$ cat src/rtl/stopwatch_display.sv
// -----------------------------------------------------------------------------
// stopwatch_display
//   Four-digit multiplexed seven-segment driver for a common-anode display.
//   The anodes are scanned round-robin, REFRESH_DIV cycles per digit. Every
//   display output is registered, so anodes and cathodes change on the same
//   edge. In adjustment mode, the digit selected by SEL blinks.
//
//   Optional feature macro: STOPWATCH_DISP_BLINK_EN
//     defined   : the blink counter, blink phase and ADJ/SEL masking are built.
//     undefined : there is no blink logic, ADJ/SEL are ignored, and the ports
//                 are unchanged.
//
// Parameters
//   REFRESH_DIV : clk_c cycles each digit is lit (>= 2)
//   BLINK_DIV   : clk_c cycles per blink half-period (>= 2)
//
// Ports
//   clk_c    in   system clock
//   reset_c  in   asynchronous active-low reset
//   min_tens in   BCD minutes tens   (an[3])
//   min_ones in   BCD minutes ones   (an[2])
//   sec_tens in   BCD seconds tens   (an[1])
//   sec_ones in   BCD seconds ones   (an[0])
//   ADJ      in   adjustment mode active
//   SEL      in   digit under adjustment (00 sec_ones .. 11 min_tens)
//   seg      out  cathodes, active-low, bit order gfedcba
//   an       out  anodes, active-low
//   dp       out  decimal point / colon, active-low, lit in the min_ones slot
// -----------------------------------------------------------------------------
module stopwatch_display #(
  parameter int unsigned REFRESH_DIV = 100000,
  parameter int unsigned BLINK_DIV   = 25000000
) (
  input  logic       clk_c,
  input  logic       reset_c,
  input  logic [3:0] min_tens,
  input  logic [3:0] min_ones,
  input  logic [3:0] sec_tens,
  input  logic [3:0] sec_ones,
  input  logic       ADJ,
  input  logic [1:0] SEL,
  output logic [6:0] seg,
  output logic [3:0] an,
  output logic       dp
);

  localparam int unsigned RW = (REFRESH_DIV > 2) ? $clog2(REFRESH_DIV) : 1;

  logic [RW-1:0] ref_cnt_q, ref_cnt_d;
  logic [1:0]    idx_q, idx_d;
  logic [6:0]    seg_q, seg_d;
  logic [3:0]    an_q, an_d;
  logic          dp_q, dp_d;
  logic          ref_wrap;
  logic          dark;
  logic [3:0]    digit;

  function automatic logic [6:0] decode(input logic [3:0] v);
    logic [6:0] s;
    case (v)
      4'd0:    s = 7'b1000000;
      4'd1:    s = 7'b1111001;
      4'd2:    s = 7'b0100100;
      4'd3:    s = 7'b0110000;
      4'd4:    s = 7'b0011001;
      4'd5:    s = 7'b0010010;
      4'd6:    s = 7'b0000010;
      4'd7:    s = 7'b1111000;
      4'd8:    s = 7'b0000000;
      4'd9:    s = 7'b0010000;
      default: s = 7'b0111111;  // non-BCD shows a dash
    endcase
    return s;
  endfunction

  // Scan timing
  assign ref_wrap = (ref_cnt_q == RW'(REFRESH_DIV - 1));

  always_comb begin
    ref_cnt_d = ref_cnt_q + RW'(1);
    idx_d     = idx_q;
    if (ref_wrap) begin
      ref_cnt_d = '0;
      idx_d     = idx_q + 2'd1;
    end
  end

`ifdef STOPWATCH_DISP_BLINK_EN
  localparam int unsigned BW = (BLINK_DIV > 2) ? $clog2(BLINK_DIV) : 1;

  logic [BW-1:0] blink_cnt_q, blink_cnt_d;
  logic          blink_ph_q, blink_ph_d;

  // The counter is held at zero outside ADJ, so each entry into adjustment
  // starts with a full visible half-period.
  always_comb begin
    blink_cnt_d = blink_cnt_q + BW'(1);
    blink_ph_d  = blink_ph_q;
    if (!ADJ) begin
      blink_cnt_d = '0;
      blink_ph_d  = 1'b0;
    end else if (blink_cnt_q == BW'(BLINK_DIV - 1)) begin
      blink_cnt_d = '0;
      blink_ph_d  = ~blink_ph_q;
    end
  end

  always_ff @(posedge clk_c or negedge reset_c) begin
    if (!reset_c) begin
      blink_cnt_q <= '0;
      blink_ph_q  <= 1'b0;
    end else begin
      blink_cnt_q <= blink_cnt_d;
      blink_ph_q  <= blink_ph_d;
    end
  end

  // ADJ is used live, so leaving adjustment relights the digit on the next edge.
  assign dark = ADJ & blink_ph_q & (idx_q == SEL);
`else
  localparam int unsigned unused_blink_div = BLINK_DIV;
  logic unused_ctrl;
  assign unused_ctrl = ^{ADJ, SEL};
  assign dark        = 1'b0;
`endif

  // Output decode. It uses the current idx, so an output follows an idx
  // change one cycle later.
  always_comb begin
    case (idx_q)
      2'd0:    digit = sec_ones;
      2'd1:    digit = sec_tens;
      2'd2:    digit = min_ones;
      default: digit = min_tens;
    endcase
    seg_d        = decode(digit);
    an_d         = 4'b1111;
    an_d[idx_q]  = dark;
    dp_d         = (idx_q != 2'd2);
  end

  always_ff @(posedge clk_c or negedge reset_c) begin
    if (!reset_c) begin
      ref_cnt_q <= '0;
      idx_q     <= 2'd0;
      seg_q     <= 7'b1111111;
      an_q      <= 4'b1111;
      dp_q      <= 1'b1;
    end else begin
      ref_cnt_q <= ref_cnt_d;
      idx_q     <= idx_d;
      seg_q     <= seg_d;
      an_q      <= an_d;
      dp_q      <= dp_d;
    end
  end

  assign seg = seg_q;
  assign an  = an_q;
  assign dp  = dp_q;

endmodule

$ cat config.mk
export PLATFORM = sky130hd
export DESIGN_NAME = stopwatch_display
export DESIGN_NICKNAME = d
export VERILOG_FILES = /design/src/rtl/stopwatch_display.sv
export SDC_FILE = /design/constraint.sdc
export NUM_CORES = 1
export LEC_CHECK = 0
export CORE_ASPECT_RATIO = 2
export CORE_MARGIN = 2
export CORE_UTILIZATION = 53
export CTS_CLUSTER_DIAMETER = 80
export CTS_CLUSTER_SIZE = 30
export DETAILED_ROUTE_END_ITERATION = 8
export PLACE_DENSITY = 0.83
export SLEW_MARGIN = 10
export SYNTH_ARGS = -nofsm -noshare
export SYNTH_HDL_FRONTEND = slang
export SYNTH_SLANG_ARGS = --single-unit
$ cat constraint.sdc
create_clock -name clk_c -period 3.5 [get_ports clk_c]
set_input_delay 1.05 -clock clk_c [delete_from_list [all_inputs] [get_ports clk_c]]
set_output_delay 1.05 -clock clk_c [all_outputs]
set_load 0.03 [all_outputs]
# == Word-level counts from Yosys, hierarchy flattened ==
# Memories as Yosys holds them, arrays and structs flattened. A register that Yosys moved wholly into a read port is not among the register bits.
# Index checks and enable logic that the tools add are counted.
# totals
output_inout_bits,12
input_bits,21
mem_bits_ro,112
n_memories,1
elab_cells,21
register_bits,24
# op_classes
magnitude_cmp,2
mux,4
addsub,2
n_eq_ne,4
bitwise_logic,1
n_reduce_logical,3
# memory_table
memory,words,word_bits,rd,rd_ports_with_merged_regs,wr,line_no,source
(name not given),16,7,1,1,0,60,case (v)
# ops
cell,n
"adder 17 x 1 -> 17 bit, second input constant",1
"== test 17 bit, second input constant",1
two-way mux 17 bit,1
case mux 4 bit (3 select lines),1
inverter 4 bit,1
"less-than comparator 2 x 3 -> 1 bit, second input constant",1
"adder 2 x 1 -> 2 bit, second input constant",1
demux 1 bit (select 2 bit),1
"== test 2 x 1 -> 1 bit, second input constant",1
"== test 2 bit, second input constant",1
">= comparator 2 x 1 -> 1 bit, second input constant",1
logical NOT 2 bit,1
"inequality test 2 bit, second input constant",1
logical AND 1 bit,1
logical NOT 1 bit,1
two-way mux 1 bit,1

# == Longest topological paths before layout ==
# depth
ltp_word,5
depth_mapped,8
ltp_nobuf,8

# == Worst setup path before layout ==
# No wires, ideal clock.
# synth_timing
path_kind,input-to-reg
startpoint,in sec_tens[1]
endpoint,reg seg_q[3] (netlist: seg[3])
slack_ns,1.366
cell_stages,5
arrival_time_ns,2.049
required_time_ns,3.415
setup_time_ns,0.085
n_path_buf,0
cell_sequence,a222oi_1 -> mux2i_1 -> inv_1 -> ha_1 -> o221ai_1
# synth_via
elab_chain_cells,1
# synth_rtl
item,line_no,source
"start, declared",38,"input logic [3:0] sec_tens,"
case mux 4 bit (3 select lines),130,case (idx_q)
"end, declared",51,"logic [6:0] seg_q, seg_d;"
# Every way passes these cells.
# A chain may end at the register's enable or synchronous reset.

==> impl_metrics.toml <==
[finish]
final_cell_mix = "29 x clkdlybuf4s50_1, 19 x dfrtp_1, 15 x inv_1"
syn_to_final_growth_pct = 28.4
layoutNonFillerInstCount = 203
num-fill-cells = 184
final_common_cell = "clkdlybuf4s50_1"
nNetsFinal = 203
drive_above_1_share = 0.132
diodes = 0

[timing]
finalCriticalPeriod_ns = 2.53
clock_skew_ns = 0.0108
finalSetupTns_ns = 0
max_freq_mhz = 394
post-route-period-util = 0.724
relSlewSlack = 0.402
holdWs_ns = 0.496
rsz0062_at_grt = "no"
hold_violations = 0
drv_slew = 0
setup_viol = 0
tightest_slew_ns = 0.895

[critical_path]
endpoint_kind = "output pin"
cp-start-kind = "register"
critPathKind = "register to output pin"
arrival_ns = 1.48
path_delay_family = "buffers and inverters"
crit_path_cell_trace = "clkdlybuf4s50_1"
critPathMaxStageDelay_ns = 0.67
crit_slowest_cell = "clkdlybuf4s50_1"
path_max_fanout = 2
worstPathRequired_ns = 2.45
critPathBufInv = 1

[synth]
synth.net_count = 170
ys.flop_type = "dfrtp_1"
yosys_warnings = 0
seq_area_frac_synth = 0.508
synth_edf_count = 0
syn_avg_cell_area_um2 = 10.8
synth_cells = 140
async_flop_share = 1.00
syn-cell-area_um2 = 1510
ys_seq_elements = 30
synth_cell_types = 33

[job]
max_cap_viol_count = 0

[cts]
cts_buffers = 5
cts.htree.levels = 2
cts.clk_slew.worst_paths_ns = 0.06
clock_latency_ns = 0.29
clock_path_buffers = 2
clock_sinks = 30
cts_setup_buffers = 0
root_buffer = "clkbuf_8"
cts_resized = 0
cts_tree = "done"
postCtsHoldBufs = 0

[global_routing]
grt_pass1_wl_mm = 5.62
grt_pass1_vias = 1213
grt_usage = 0.225
antenna_found_initial = 0
grt_max_degree = 22
overflow = 0

[floorplan]
die_y_um = 79.4
initial_core_util = 0.550
die_x_um = 41.7
ios = 33
core_um2 = 2740
dieArea_um2 = 3310
rows = 27

[detailed_routing]
via_per_inst = 5.70
drtAntennaViolNets = 0
wl_per_cell_um = 16.0
drt_iter0_drc = 27
route.detailed.drc = 0
wl_mm = 3.25
drtPass1Iterations = 5
vias = 1158

[status]
outcome = "complete, no violations"

[power]
power_frac_comb = 0.096
power_switching_uw = 171
cellPowerDensity_nw_per_um2 = 413
power.leakage_uw = 0.000851
report.power.total_uw = 798
p_clk_frac = 0.452
worst_ir_drop_vdd_mv = 0.399
p_sw_frac = 0.214
p_int_uw = 627
power_frac_seq = 0.452

[place]
gp_congestion = 0.865
dp_cells = 195
dp_hpwl_mm = 2.45
port_buffers = 29

[worst_hold_path]
hold_class = "register to register"
-- flip-flops by register name, summed over array words and instances, names as in the netlist --
register and cells:
an 4, ref_cnt_q 17, idx_q 2, seg 7
-- cell usage after synthesis (2+ instances only) --
master / instances / area [um2]
nand2b_1: 2 / 12.5
dfrtp_1: 19 / 475
and4_1: 2 / 17.5
nand3_1: 4 / 20.0
nor3_1: 5 / 25.0
nand2_1: 9 / 33.8
dfstp_2: 11 / 289
nor2_1: 9 / 33.8
o21ai_0: 3 / 15.0
a21oi_1: 4 / 20.0
or2_1: 2 / 12.5
mux2_2: 2 / 22.5
nand4_1: 4 / 25.0
or4_1: 3 / 22.5
xnor2_1: 9 / 78.8
inv_1: 15 / 56.3
xor2_1: 5 / 43.8
mux2i_1: 4 / 40.0
a222oi_1: 4 / 40.0
clkbuf_1: 3 / 11.3
ha_1: 9 / 113
-- routing by layer --
layer	wire (um)	GRT usage	up-vias
met5	0	0	-
met1	1200	0.228	579
met3	126	0.0795	8
met2	1860	0.405	25
li1	-	-	546
met4	70	0.0968	0
-- power groups by stage --
stage	combinational [uW]	clock, uW	sequential (uW)
floorplan	16.8	0	381
global placement	74.8	0	366
detailed placement	76.5	0	366
CTS	77.2	365	361
global route	82.3	383	361
finish	76.6	361	361
-- path summary, 6_finish.rpt --
| kind | startpoint | endpoint | slack (ns) | depth (start not counted) |
|---|---|---|---|---|
| worst min register to register | ref_cnt_q[0] | ref_cnt_q[0] | 0.50 | 1 |
| min in group asynchronous | reset_c | ref_cnt_q[15] | 1.26 | 1 |
| max in group asynchronous | reset_c | seg[5] | 1.50 | 2 |
| worst min-delay path | ref_cnt_q[0] | ref_cnt_q[0] | 0.50 | 1 |
| worst max register to register | ref_cnt_q[11] | idx_q[1] | 1.28 | 4 |
| worst max-delay path | an[2] | dp | 0.97 | 1 |
-- final cells by class --
class | count | area, um2 | share of cell area
clock buffers | 7 | 86.3 | 0.0447
clock inverters | 1 | 30.0 | 0.0155
inverters | 15 | 56.3 | 0.0291
multi-input cells | 90 | 654 | 0.339
flip-flops and latches | 30 | 764 | 0.395
well taps | 29 | 36.3 | 0.0188
repair buffers | 31 | 305 | 0.158
-- stage by stage --
stage | util | worst slack, ns | cell area, um2
3_5_place_dp | 0.664 | 0.750 | 1820
2_1_floorplan | - | 1.37 | 1510
3_3_place_gp | 0.664 | 0.748 | 1820
5_1_grt | 0.706 | 0.905 | 1930
6_report | 0.706 | 0.965 | 1930
4_1_cts | 0.706 | 0.953 | 1930
-- cells by family after synthesis --
group	count (synthesis)	synth area share
simple gates	45	0.162
mux	6	0.0416
buf+inv	20	0.0574
flops	30	0.508
compound gates	16	0.0748
fa+ha+maj	9	0.0748
xor+xnor	14	0.0815
Power figures use the tool's default switching activity.
